`src/rtl/muldiv_unit.sv`:
```
// Iterative multiply/divide unit: radix-2 shift/add multiply and restoring divide,
// one result bit per cycle over XLEN cycles, with registered result and zero/sign flags.
//
// state  | meaning
// -------+-------------------------------------------------------------
// IDLE   | waiting for start
// PREP   | operand magnitudes and result signs; divide special cases resolved
// RUN    | XLEN shift/add or shift/subtract iterations
// DONE   | rd/flags valid, done high; accepts a back-to-back start
module muldiv_unit #(
    parameter int XLEN = 32
) (
    input  logic            clk,
    input  logic            rst_n,
    input  logic            start,
    input  logic            flush,
    input  logic [2:0]      funct3,
    input  logic [XLEN-1:0] rs1,
    input  logic [XLEN-1:0] rs2,
    output logic            busy,
    output logic            done,
    output logic [XLEN-1:0] rd,
    output logic [1:0]      flags
);

    localparam int CW = $clog2(XLEN);

    localparam logic [1:0] S_IDLE = 2'd0;
    localparam logic [1:0] S_PREP = 2'd1;
    localparam logic [1:0] S_RUN  = 2'd2;
    localparam logic [1:0] S_DONE = 2'd3;

    localparam logic [2:0] OP_MUL    = 3'b000;
    localparam logic [2:0] OP_MULH   = 3'b001;
    localparam logic [2:0] OP_MULHSU = 3'b010;
    localparam logic [2:0] OP_MULHU  = 3'b011;
    localparam logic [2:0] OP_DIV    = 3'b100;
    localparam logic [2:0] OP_DIVU   = 3'b101;
    localparam logic [2:0] OP_REM    = 3'b110;

    localparam logic [XLEN-1:0] SMIN = {1'b1, {(XLEN-1){1'b0}}};

    logic [1:0]        state;
    logic [2:0]        op_q;
    logic [XLEN-1:0]   a_q;
    logic [XLEN-1:0]   b_q;
    logic              neg_q;
    logic              negr_q;
    logic [CW-1:0]     cnt;
    logic [2*XLEN-1:0] acc;

    logic              a_signed;
    logic              b_signed;
    logic              sa;
    logic              sb;
    logic [XLEN-1:0]   a_mag;
    logic [XLEN-1:0]   b_mag;
    logic              div_zero;
    logic              div_ovf;
    logic              special;
    logic [XLEN-1:0]   special_res;

    logic [XLEN:0]     mul_sum;
    logic [2*XLEN-1:0] mul_next;
    logic [XLEN:0]     div_shift;
    logic [XLEN:0]     div_diff;
    logic [2*XLEN-1:0] div_next;
    logic [2*XLEN-1:0] acc_next;
    logic [2*XLEN-1:0] prod;
    logic [XLEN-1:0]   quo;
    logic [XLEN-1:0]   rem;
    logic [XLEN-1:0]   fin_res;
    logic [XLEN-1:0]   wb_res;
    logic              last_iter;

    // Operand decode; a_q/b_q hold the raw operands while in PREP.
    always_comb begin
        a_signed    = (op_q == OP_MULH) || (op_q == OP_MULHSU) ||
                      (op_q == OP_DIV)  || (op_q == OP_REM);
        b_signed    = (op_q == OP_MULH) || (op_q == OP_DIV) || (op_q == OP_REM);
        sa          = a_signed & a_q[XLEN-1];
        sb          = b_signed & b_q[XLEN-1];
        a_mag       = sa ? -a_q : a_q;
        b_mag       = sb ? -b_q : b_q;
        div_zero    = op_q[2] && (b_q == '0);
        div_ovf     = ((op_q == OP_DIV) || (op_q == OP_REM)) &&
                      (a_q == SMIN) && (b_q == '1);
        special     = div_zero || div_ovf;
        special_res = '0;
        if (div_zero) begin
            special_res = op_q[1] ? a_q : '1;
        end else begin
            special_res = op_q[1] ? '0 : a_q;
        end
    end

    // One iteration. acc low half holds multiplier/dividend, high half the partial
    // product/remainder; b_q holds the multiplicand/divisor magnitude during RUN.
    always_comb begin
        mul_sum   = {1'b0, acc[2*XLEN-1:XLEN]} + (acc[0] ? {1'b0, b_q} : '0);
        mul_next  = {mul_sum, acc[XLEN-1:1]};
        div_shift = acc[2*XLEN-1:XLEN-1];
        div_diff  = div_shift - {1'b0, b_q};
        if (div_diff[XLEN]) begin
            div_next = {div_shift[XLEN-1:0], acc[XLEN-2:0], 1'b0};
        end else begin
            div_next = {div_diff[XLEN-1:0], acc[XLEN-2:0], 1'b1};
        end
        acc_next = op_q[2] ? div_next : mul_next;
    end

    always_comb begin
        prod = neg_q ? -acc_next : acc_next;
        quo  = neg_q ? -acc_next[XLEN-1:0] : acc_next[XLEN-1:0];
        rem  = negr_q ? -acc_next[2*XLEN-1:XLEN] : acc_next[2*XLEN-1:XLEN];
        case (op_q)
            OP_MUL:                      fin_res = prod[XLEN-1:0];
            OP_MULH, OP_MULHSU, OP_MULHU: fin_res = prod[2*XLEN-1:XLEN];
            OP_DIV, OP_DIVU:             fin_res = quo;
            default:                     fin_res = rem;
        endcase
        wb_res    = (state == S_PREP) ? special_res : fin_res;
        last_iter = (cnt == CW'(XLEN - 1));
    end

    always_ff @(posedge clk) begin
        if (!rst_n) begin
            state  <= S_IDLE;
            op_q   <= '0;
            a_q    <= '0;
            b_q    <= '0;
            neg_q  <= 1'b0;
            negr_q <= 1'b0;
            cnt    <= '0;
            acc    <= '0;
            rd     <= '0;
            flags  <= 2'b01;
        end else begin
            case (state)
                S_IDLE, S_DONE: begin
                    if (start && !flush) begin
                        state <= S_PREP;
                        op_q  <= funct3;
                        a_q   <= rs1;
                        b_q   <= rs2;
                    end else begin
                        state <= S_IDLE;
                    end
                end
                S_PREP: begin
                    if (flush) begin
                        state <= S_IDLE;
                    end else if (special) begin
                        state <= S_DONE;
                        rd    <= wb_res;
                        flags <= {wb_res[XLEN-1], wb_res == '0};
                    end else begin
                        state  <= S_RUN;
                        acc    <= {{XLEN{1'b0}}, a_mag};
                        b_q    <= b_mag;
                        neg_q  <= sa ^ sb;
                        negr_q <= sa;
                        cnt    <= '0;
                    end
                end
                S_RUN: begin
                    if (flush) begin
                        state <= S_IDLE;
                        cnt   <= '0;
                    end else begin
                        acc <= acc_next;
                        if (last_iter) begin
                            state <= S_DONE;
                            cnt   <= '0;
                            rd    <= wb_res;
                            flags <= {wb_res[XLEN-1], wb_res == '0};
                        end else begin
                            cnt <= cnt + 1'b1;
                        end
                    end
                end
                default: state <= S_IDLE;
            endcase
        end
    end

    assign busy = (state == S_PREP) || (state == S_RUN);
    assign done = (state == S_DONE);

endmodule
```
`config.mk`:
```
export PLATFORM = sky130hd
export DESIGN_NAME = muldiv_unit
export DESIGN_NICKNAME = d
export VERILOG_FILES = /design/src/rtl/muldiv_unit.sv
export SDC_FILE = /design/constraint.sdc
export NUM_CORES = 1
export LEC_CHECK = 0
export ABC_AREA = 0
export BUFFER_PORTS_ARGS = -buffer_cell sky130_fd_sc_hd__clkbuf_2
export CAP_MARGIN = 10
export CORE_MARGIN = 2
export CORE_UTILIZATION = 50
export CTS_CLUSTER_DIAMETER = 100
export DETAILED_ROUTE_END_ITERATION = 7
export PLACE_DENSITY = 0.7
export SYNTH_ARGS = -nofsm -noshare
export SYNTH_HDL_FRONTEND = slang
export SYNTH_SLANG_ARGS = --single-unit
export TNS_END_PERCENT = 50
```
`constraint.sdc`:
```
create_clock -name clk -period 5.21 [get_ports clk]
set_input_delay 1.042 -clock clk [delete_from_list [all_inputs] [get_ports clk]]
set_output_delay 1.042 -clock clk [all_outputs]
set_load 0.01 [all_outputs]
```
==> run summary, run 1 <==
## Drt
• via count of the routed design: 22039
• Pre-Repair DR Iteration Count: 8
• drt drc: 0
• top sig layer: met4
• average routed wire per standard cell: 23.87 um
• residual antenna-violating net count after detailed routing: 0
• met3 routed wirelength: 7433 um
• sum of routed wire length over all layers: 80410 um
• initial DRC count: 2302
• Detail Route met2 WL: 35880 um
• Avg Vias per Cell: 6.544
• wire length the detailed router placed on met1: 31080 um

## Global route
• maximum number of pins on one net before global-route repair: 63
• initial antenna violation count: 2
• overall global routing resource usage: 42.99%
• first-pass GRT wire length: 120600 um
• number of global-route vias before repair: 20564
• global route total overflow: 0

## STA
• total setup violations reported at the end of the flow: 2
• final worst-path setup slack: -25.73 ps
• worst slew margin relative to its limit: 30.46%
• timing-limited maximum frequency: 191.0 MHz
• Slew Viols, Final: 0
• RSZ-0062 raised after global routing: true
• Min Hold Slack: 469.1 ps
• Clock Skew: 11.67 ps
• portion of the clock cycle consumed by the worst path in the final layout: 100.5%
• Hold Violations, Final: 0
• time the final worst path needs with I/O delays and setup: 5236 ps
• worst slew pin tran: 1037 ps

## Finish
• final design instance area without fill: 22490 sq um
• Layout area overhead: 28.06%
• fraction of final layout cells with drive strength greater than 1: 24.94%
• final net count: 3045
• Filler Cells Inserted: 3188

## Synth
• Post-Syn Instances: 2523
• number of storage elements in the synthesis netlist: 173
• number of distinct standard cells referenced by the synthesized netlist: 102
• sequential share of the synthesized area: 19.72%
• Synth Warn #: 0
• Mapped Avg Cell Area: 6.959 sq um
• number of enable-type register cells in the synthesized netlist: 0
• Post-Syn Area: 17560 sq um
• nets in the synthesized netlist: 2670
• share of synthesized flip-flops with an asynchronous set or reset: 0%
• dominant register cell in the synthesized netlist: sky130_fd_sc_hd__dfxtp_1

## Worst setup path
• R2R Path Start: acc[31]
• reg2reg path depth: 23
• Setup crit end kind: register
• capture point of the worst reg-to-reg path: flags[0]
• kind of critical path: register to register
• CP Max Fanout: 5
• data arrival time of the critical path: 5650 ps
• type of origin of the critical path: register
• Crit path required time: 5620 ps
• Reg2Reg Setup Slack: -30 ps

## Floorplan
• Die Area: 36630 sq um
• die height: 191.4 um
• die outline width: 191.4 um
• Rows: 68
• starting density of the core: 50.83%
• placeable core region: 34540 sq um
• boundary pin count: 107

## Clocking
• clock tree sinks: 173
• number of levels the H-tree was split into: 4
• clk slew on worst S/H paths: 80 ps
• number of buffers inserted during clock tree synthesis: 17
• buffer type at the clock tree root: sky130_fd_sc_hd__clkbuf_16
• CTS tree: done
• Clock Latency Late Sink: 480 ps
• maximum count of clock buffers along a single path: 2

## Hold path
• Worst Min Path Start: rd[6]
• end of the worst hold path: rd[6]
• Hold WC Path Type: register to register
• worst hold path depth: 2

## Place
• placer's final routability congestion estimate: 1.062
• dpl hpwl: 61160 um
• placed standard-cell area: 21060 sq um
• count of buffers from port buffering: 106

## Outcome
• failing checks: negative setup slack
• outcome: finished, violations left

## Power
• total power density per cell area: 199.3 nW/um^2
• Static Leakage: 0.009340 uW
• total power: 4482 uW
• largest vdd supply drop: 333.3 uV

## Flow run
• number of max-cap violations: 0

repair_timing:
item                                   4_1_cts  5_1_grt
endpoints found under the hold margin        0        0
buffers inserted                             3       28
setup endpoints to repair                    7       18
hold buffers                                 0        0
gates resized for setup                     16      108
gates cloned                                 1        1
pin swaps                                    2       48
synth_stat cells, types with 9 or more instances:
| master | n | area, sq um |
|---|---|---|
| sky130_fd_sc_hd__a211o_1 | 11 | 96.34 |
| sky130_fd_sc_hd__a211oi_1 | 41 | 307.8 |
| sky130_fd_sc_hd__a21o_1 | 29 | 217.7 |
| sky130_fd_sc_hd__a21oi_1 | 275 | 1376 |
| sky130_fd_sc_hd__a221oi_1 | 11 | 96.34 |
| sky130_fd_sc_hd__a311oi_1 | 9 | 78.83 |
| sky130_fd_sc_hd__a31oi_1 | 39 | 244.0 |
| sky130_fd_sc_hd__a41oi_1 | 12 | 105.1 |
| sky130_fd_sc_hd__and2_1 | 68 | 425.4 |
| sky130_fd_sc_hd__and3_1 | 24 | 150.1 |
| sky130_fd_sc_hd__buf_1 | 13 | 48.80 |
| sky130_fd_sc_hd__buf_2 | 20 | 100.1 |
| sky130_fd_sc_hd__clkbuf_1 | 143 | 536.8 |
| sky130_fd_sc_hd__dfxtp_1 | 173 | 3463 |
| sky130_fd_sc_hd__ha_1 | 74 | 925.9 |
| sky130_fd_sc_hd__inv_1 | 72 | 270.3 |
| sky130_fd_sc_hd__mux2_2 | 9 | 101.4 |
| sky130_fd_sc_hd__mux2i_1 | 50 | 500.5 |
| sky130_fd_sc_hd__nand2_1 | 334 | 1254 |
| sky130_fd_sc_hd__nand2b_1 | 16 | 100.1 |
| sky130_fd_sc_hd__nand3_1 | 71 | 355.3 |
| sky130_fd_sc_hd__nand4_1 | 44 | 275.3 |
| sky130_fd_sc_hd__nor2_1 | 192 | 720.7 |
| sky130_fd_sc_hd__nor2b_1 | 21 | 131.4 |
| sky130_fd_sc_hd__nor3_1 | 90 | 450.4 |
| sky130_fd_sc_hd__nor3b_1 | 13 | 97.59 |
| sky130_fd_sc_hd__nor4_1 | 31 | 193.9 |
| sky130_fd_sc_hd__o211a_1 | 9 | 90.09 |
| sky130_fd_sc_hd__o211ai_1 | 54 | 405.4 |
| sky130_fd_sc_hd__o21a_1 | 18 | 135.1 |
| sky130_fd_sc_hd__o21ai_0 | 124 | 620.6 |
| sky130_fd_sc_hd__o21bai_1 | 14 | 105.1 |
| sky130_fd_sc_hd__o221ai_1 | 10 | 87.58 |
| sky130_fd_sc_hd__o22ai_1 | 29 | 181.4 |
| sky130_fd_sc_hd__o311ai_0 | 11 | 96.34 |
| sky130_fd_sc_hd__o31ai_1 | 28 | 210.2 |
| sky130_fd_sc_hd__o41ai_1 | 11 | 96.34 |
| sky130_fd_sc_hd__or2_2 | 14 | 87.58 |
| sky130_fd_sc_hd__or3_1 | 34 | 212.7 |
| sky130_fd_sc_hd__or4_1 | 13 | 97.59 |
| sky130_fd_sc_hd__xnor2_1 | 86 | 753.2 |
| sky130_fd_sc_hd__xor2_1 | 32 | 280.3 |
cells by family after synthesis:
kind of cell               synth area share (%)
and+or+nand+nor                           27.99
AOI/OAI and AO/OA                         31.73
buffers and inverters                     5.744
DFF                                       19.72
xor gates and xnor gates                  5.886
adders and majority gates                 5.501
muxes                                     3.428
state kept, by name (all words and copies together), names as in the netlist:
| name | cells |
|---|---|
| b_q | 32 |
| rd | 32 |
| flags | 1 |
| negr_q | 1 |
| op_q | 3 |
| neg_q | 1 |
| state | 2 |
| acc | 64 |
| a_q | 32 |
| cnt | 5 |
worst max path at each step:
stage,start,end,slack [ps]
detailed placement,acc[31],flags[0],-250
global route,b_q[9],flags[0],-190
global placement,acc[31],flags[0],-200
floorplan,b_q[0],flags[0],3
CTS,b_q[0],flags[0],-30
finish,acc[31],flags[0],-30
final cells by class:
cell class | instances | area [sq um] | share of cell area [%]
inverters | 75 | 284.0 | 1.263
repair buffers | 536 | 3862 | 17.18
well taps | 455 | 569.3 | 2.532
clock buffers | 18 | 439.2 | 1.953
multi-input cells | 2095 | 13700 | 60.93
diodes | 2 | 5.005 | 0.02226
flip-flops and latches | 173 | 3475 | 15.45
clock inverters | 14 | 151.4 | 0.6733
layout by cell type (no fill, tap or decap), types with 37 or more instances in the layout:
| cell type | n |
|---|---|
| sky130_fd_sc_hd__a21oi_1 | 270 |
| sky130_fd_sc_hd__a31oi_1 | 37 |
| sky130_fd_sc_hd__and2_1 | 67 |
| sky130_fd_sc_hd__buf_4 | 417 |
| sky130_fd_sc_hd__clkbuf_2 | 106 |
| sky130_fd_sc_hd__dfxtp_1 | 168 |
| sky130_fd_sc_hd__ha_1 | 68 |
| sky130_fd_sc_hd__inv_1 | 70 |
| sky130_fd_sc_hd__mux2i_1 | 47 |
| sky130_fd_sc_hd__nand2_1 | 333 |
| sky130_fd_sc_hd__nand3_1 | 70 |
| sky130_fd_sc_hd__nand4_1 | 44 |
| sky130_fd_sc_hd__nor2_1 | 186 |
| sky130_fd_sc_hd__nor3_1 | 85 |
| sky130_fd_sc_hd__o211ai_1 | 54 |
| sky130_fd_sc_hd__o21ai_0 | 114 |
| sky130_fd_sc_hd__xnor2_1 | 86 |
power breakdown:
part	total [uW]	leakage [uW]	switching [uW]	internal, uW
registers	1400	0.00141	44.2	1360
logic	1720	0.00765	996	720
clock network	1360	0.000284	673	691
total	4480	0.00934	1710	2770
critical path, stage by stage (launching register included):
cell	delay [ps]
sky130_fd_sc_hd__dfxtp_2	330
sky130_fd_sc_hd__inv_2	70
sky130_fd_sc_hd__ha_4	130
sky130_fd_sc_hd__inv_2	40
sky130_fd_sc_hd__fa_2	410
sky130_fd_sc_hd__a211oi_4	290
sky130_fd_sc_hd__o211ai_4	170
sky130_fd_sc_hd__o2bb2ai_4	190
sky130_fd_sc_hd__a221o_1	390
sky130_fd_sc_hd__nor4_4	380
sky130_fd_sc_hd__buf_4	190
sky130_fd_sc_hd__buf_6	120
sky130_fd_sc_hd__a221o_1	280
sky130_fd_sc_hd__nand4_1	190
sky130_fd_sc_hd__buf_4	210
sky130_fd_sc_hd__or3_4	360
sky130_fd_sc_hd__a211o_1	260
sky130_fd_sc_hd__nand4_1	170
sky130_fd_sc_hd__o2111a_1	200
sky130_fd_sc_hd__nand4_1	150
sky130_fd_sc_hd__nor4_2	290
sky130_fd_sc_hd__buf_4	150
sky130_fd_sc_hd__nand4_1	70
sky130_fd_sc_hd__o21ai_1	130
layer usage:
metal	up-vias	track usage [%]
li1	10071	-
met3	329	7.619
met1	10312	52.86
met2	1327	69.20
met4	0	27.46
met5	-	0
metrics by stage:
step	cells	TNS [ps]	utilization [%]	setup slack, ps
floorplan	2523	0	-	2.723
global placement	3302	-333.0	60.98	-196.4
detailed placement	3302	-677.9	60.98	-250.7
CTS	3338	-27.01	63.01	-27.01
global route	3367	-724.5	65.09	-192.9
finish	3368	-46.25	65.09	-25.73
Power figures use the tool's default switching activity.
==> run 2: changes to the inputs <==
Settings changed: BUFFER_PORTS_ARGS -buffer_cell sky130_fd_sc_hd__clkbuf_2 to -buffer_cell sky130_fd_sc_hd__buf_4.
==> run 2 against run 1 <==
Effect of this change:
- the run still ends with negative setup slack left
- sequential power hardly changed
- core utilization is 0.47 points lower
- non-clock buffer count is 36 lower
- global-route usage hardly changed
- clock-buffer cell count is 1 higher
- power is 1.5% lower
- fmax is 0.50% lower
- sequential share of layout area is 0.084 points higher
- critical endpoint is now rd[24]
- largest power group unchanged
- clock power hardly changed
- clock skew is 14 ps higher
- highest routed layer unchanged
- first-iteration DRC count is 5.2% higher
- largest cell class unchanged
==> run summary, run 2 (synthesis gave the netlist of run 1 again) <==
## Outcome
• outcome: finished, violations left
• failing checks: negative setup slack

## Worst setup path
• cells along the critical path: inv_1 > ha_1 > nand4_1 > nor4bb_4 > buf_4 > and3_1 > a221oi_2 > nand4_2 > nor2_2 > a21oi_2 > ha_1 > nand3_1 > or3_4 > nor2_2 > nand3_1 > or2_2 > or3_1 > buf_4 > o21ai_0 > xnor2_1 > o221ai_1 > o221a_2 > buf_4 > nor2_1
• Setup crit end kind: register
• CP dominant cell by count: sky130_fd_sc_hd__buf_4
• cell with the biggest individual delay on the critical path: sky130_fd_sc_hd__or3_4
• type of origin of the critical path: register
• number of buffers and inverters on the critical path: 4, -2
• kind of critical path: register to register
• Crit path required time: 5620 ps, about the same
• CP Max Fanout: 4, -1
• Slowest Stage Delay on Critical Path: 440 ps, +30 ps
• family of cells with the greatest summed delay on the critical path: simple AND/OR/NAND/NOR gates
• data arrival time of the critical path: 5680 ps, +30 ps

## STA
• time the final worst path needs with I/O delays and setup: 5262 ps, +26.11 ps
• summed negative setup slack over all endpoints: -94.02 ps, -47.78 ps
• total setup violations reported at the end of the flow: 2, unchanged
• Slew Viols, Final: 0, unchanged
• final worst-path setup slack: -51.84 ps, -26.11 ps
• timing-limited maximum frequency: 190.0 MHz, -0.50%
• worst slew pin tran: 1024 ps, -13.23 ps
• portion of the clock cycle consumed by the worst path in the final layout: 101.0%, +0.50 points
• Clock Skew: 25.23 ps, +13.56 ps
• RSZ-0062 raised after global routing: true
• worst slew margin relative to its limit: 31.35%, +0.89 points
• Hold Violations, Final: 0, unchanged

## Drt
• top sig layer: met4
• wire length the detailed router placed on met1: 31020 um, -0.18%
• average routed wire per standard cell: 23.92 um, +0.19%
• Avg Vias per Cell: 6.602, +0.89%
• met3 routed wirelength: 7303 um, -1.7%
• drt drc: 0, unchanged
• residual antenna-violating net count after detailed routing: 0, unchanged
• Pre-Repair DR Iteration Count: 6, -2
• Detail Route met2 WL: 35920 um, +0.13%
• sum of routed wire length over all layers: 79720 um, -0.86%
• initial DRC count: 2422, +5.2%
• via count of the routed design: 22003, -0.16%

## Floorplan
• boundary pin count: 107, unchanged
• Rows: 68, unchanged
• die outline width: 191.4 um, unchanged
• die height: 191.4 um, unchanged
• Die Area: 36630 sq um, unchanged
• starting density of the core: 50.83%, unchanged
• placeable core region: 34540 sq um, unchanged

## Clocking
• number of levels the H-tree was split into: 4, unchanged
• CTS tree: done
• CTS Hold Bufs: 0, unchanged
• clk slew on worst S/H paths: 70 ps, about the same
• Clock Latency Late Sink: 490 ps, about the same
• maximum count of clock buffers along a single path: 2, unchanged
• buffer type at the clock tree root: sky130_fd_sc_hd__clkbuf_16
• clock tree sinks: 173, unchanged
• number of buffers inserted during clock tree synthesis: 17, unchanged

## Power
• Static Leakage: 0.009220 uW, -1.3%
• total power density per cell area: 197.7 nW/um^2, -0.83%
• total power: 4412 uW, -1.5%
• largest vdd supply drop: 239.8 uV, -28%

## Finish
• largest register by flop count: acc
• final design instance area without fill: 22320 sq um, -0.72%
• fraction of final layout cells with drive strength greater than 1: 23.66%, -1.3 points
• post-route core utilization: 64.63%, -0.47 points
• number of flip-flops under the largest register name: 64, unchanged
• final net count: 3009, -1.2%
• most common library cell in the layout ignoring fill and taps: sky130_fd_sc_hd__buf_4
• post-route insts no fill: 3333, -1.0%
• Layout area overhead: 27.14%
• highest-count cells in the layout ignoring fill and taps: sky130_fd_sc_hd__buf_4, sky130_fd_sc_hd__nand2_1, sky130_fd_sc_hd__a21oi_1, sky130_fd_sc_hd__nor2_1, sky130_fd_sc_hd__dfxtp_1

## Flow run
• number of max-cap violations: 0, unchanged

## Global route
• number of global-route vias before repair: 20682, +0.57%
• overall global routing resource usage: 42.98%, about the same
• maximum number of pins on one net before global-route repair: 74, +17%
• first-pass GRT wire length: 120200 um, -0.29%
• global route total overflow: 0, unchanged
• initial antenna violation count: 2, unchanged

## Place
• placer's final routability congestion estimate: 1.103, +3.9%
• dpl hpwl: 61030 um, -0.22%
• number of cells after detailed placement: 3284, -0.55%
• placed standard-cell area: 21160 sq um, +0.44%
• count of buffers from port buffering: 106, unchanged

## Hold path
• Hold WC Path Type: register to register

## run 2: cell count changes in the layout (fill, tap and decap cells not counted), moves of 3 or more
| cell | previous run | this run |
|---|---|---|
| sky130_fd_sc_hd__buf_12 | 7 | 3 |
| sky130_fd_sc_hd__o31ai_2 | 6 | 1 |
| sky130_fd_sc_hd__o21ai_0 | 114 | 120 |
| sky130_fd_sc_hd__o21ai_1 | 14 | 8 |
| sky130_fd_sc_hd__clkbuf_2 | 106 | 0 |
| sky130_fd_sc_hd__clkinvlp_4 | 3 | 0 |
| sky130_fd_sc_hd__o41ai_1 | 8 | 11 |
| sky130_fd_sc_hd__buf_4 | 417 | 492 |
| sky130_fd_sc_hd__o31ai_1 | 22 | 25 |
| sky130_fd_sc_hd__dfxtp_1 | 168 | 171 |
## run 2: power by group
group / internal (uW) / switching (uW) / leakage (uW)
Clock: 684 / 662 / 0.000284
Sequential: 1360 / 41.9 / 0.00140
Combinational: 697 / 969 / 0.00753
## run 2: area by class of cell
| cell class | instances | area, sq um |
|---|---|---|
| Fill cell | 3099 | 12220 |
| Inverter | 75 | 284.0 |
| Tap cell | 455 | 569.3 |
| Clock inverter | 12 | 126.4 |
| Antenna cell | 4 | 10.01 |
| Multi-Input combinational cell | 2095 | 13610 |
| Clock buffer | 19 | 442.9 |
| Timing Repair Buffer | 500 | 3810 |
| Sequential cell | 173 | 3468 |
## run 2: through the flow
stage / hold slack, ps / setup slack (ps)
6_report: 461.0 / -51.84
2_1_floorplan: 445.2 / 2.723
3_3_place_gp: 446.9 / -140.2
3_5_place_dp: 453.0 / -270.2
4_1_cts: 463.4 / 9.373
5_1_grt: 498.3 / -290.8
## run 2: tightest hold or removal path, cell delays in order (launching register included)
cell and delay, ps:
sky130_fd_sc_hd__dfxtp_1 310, sky130_fd_sc_hd__nand2_1 50, sky130_fd_sc_hd__a21oi_1 50
## run 2: repair_timing
action / CTS / global route
resized for setup: 24 / 76
buffers inserted: 3 / 11
pin swaps: 8 / 30
endpoints found under the setup margin: 7 / 17
## run 2: final timing paths
check           from  endpoint  slack (ps)  cells after the start
max          b_q[31]    rd[24]         -50                     24
min            rd[6]     rd[6]         460                      2
max reg2reg  b_q[31]    rd[24]         -50                     24
min reg2reg    rd[6]     rd[6]         460                      2
## run 2: routing by layer
| metal | track usage [%] | vias up |
|---|---|---|
| li1 | - | 10029 |
| met1 | 52.79 | 10315 |
| met2 | 69.52 | 1351 |
| met3 | 8.390 | 308 |
| met4 | 25.59 | 0 |
| met5 | 0 | - |
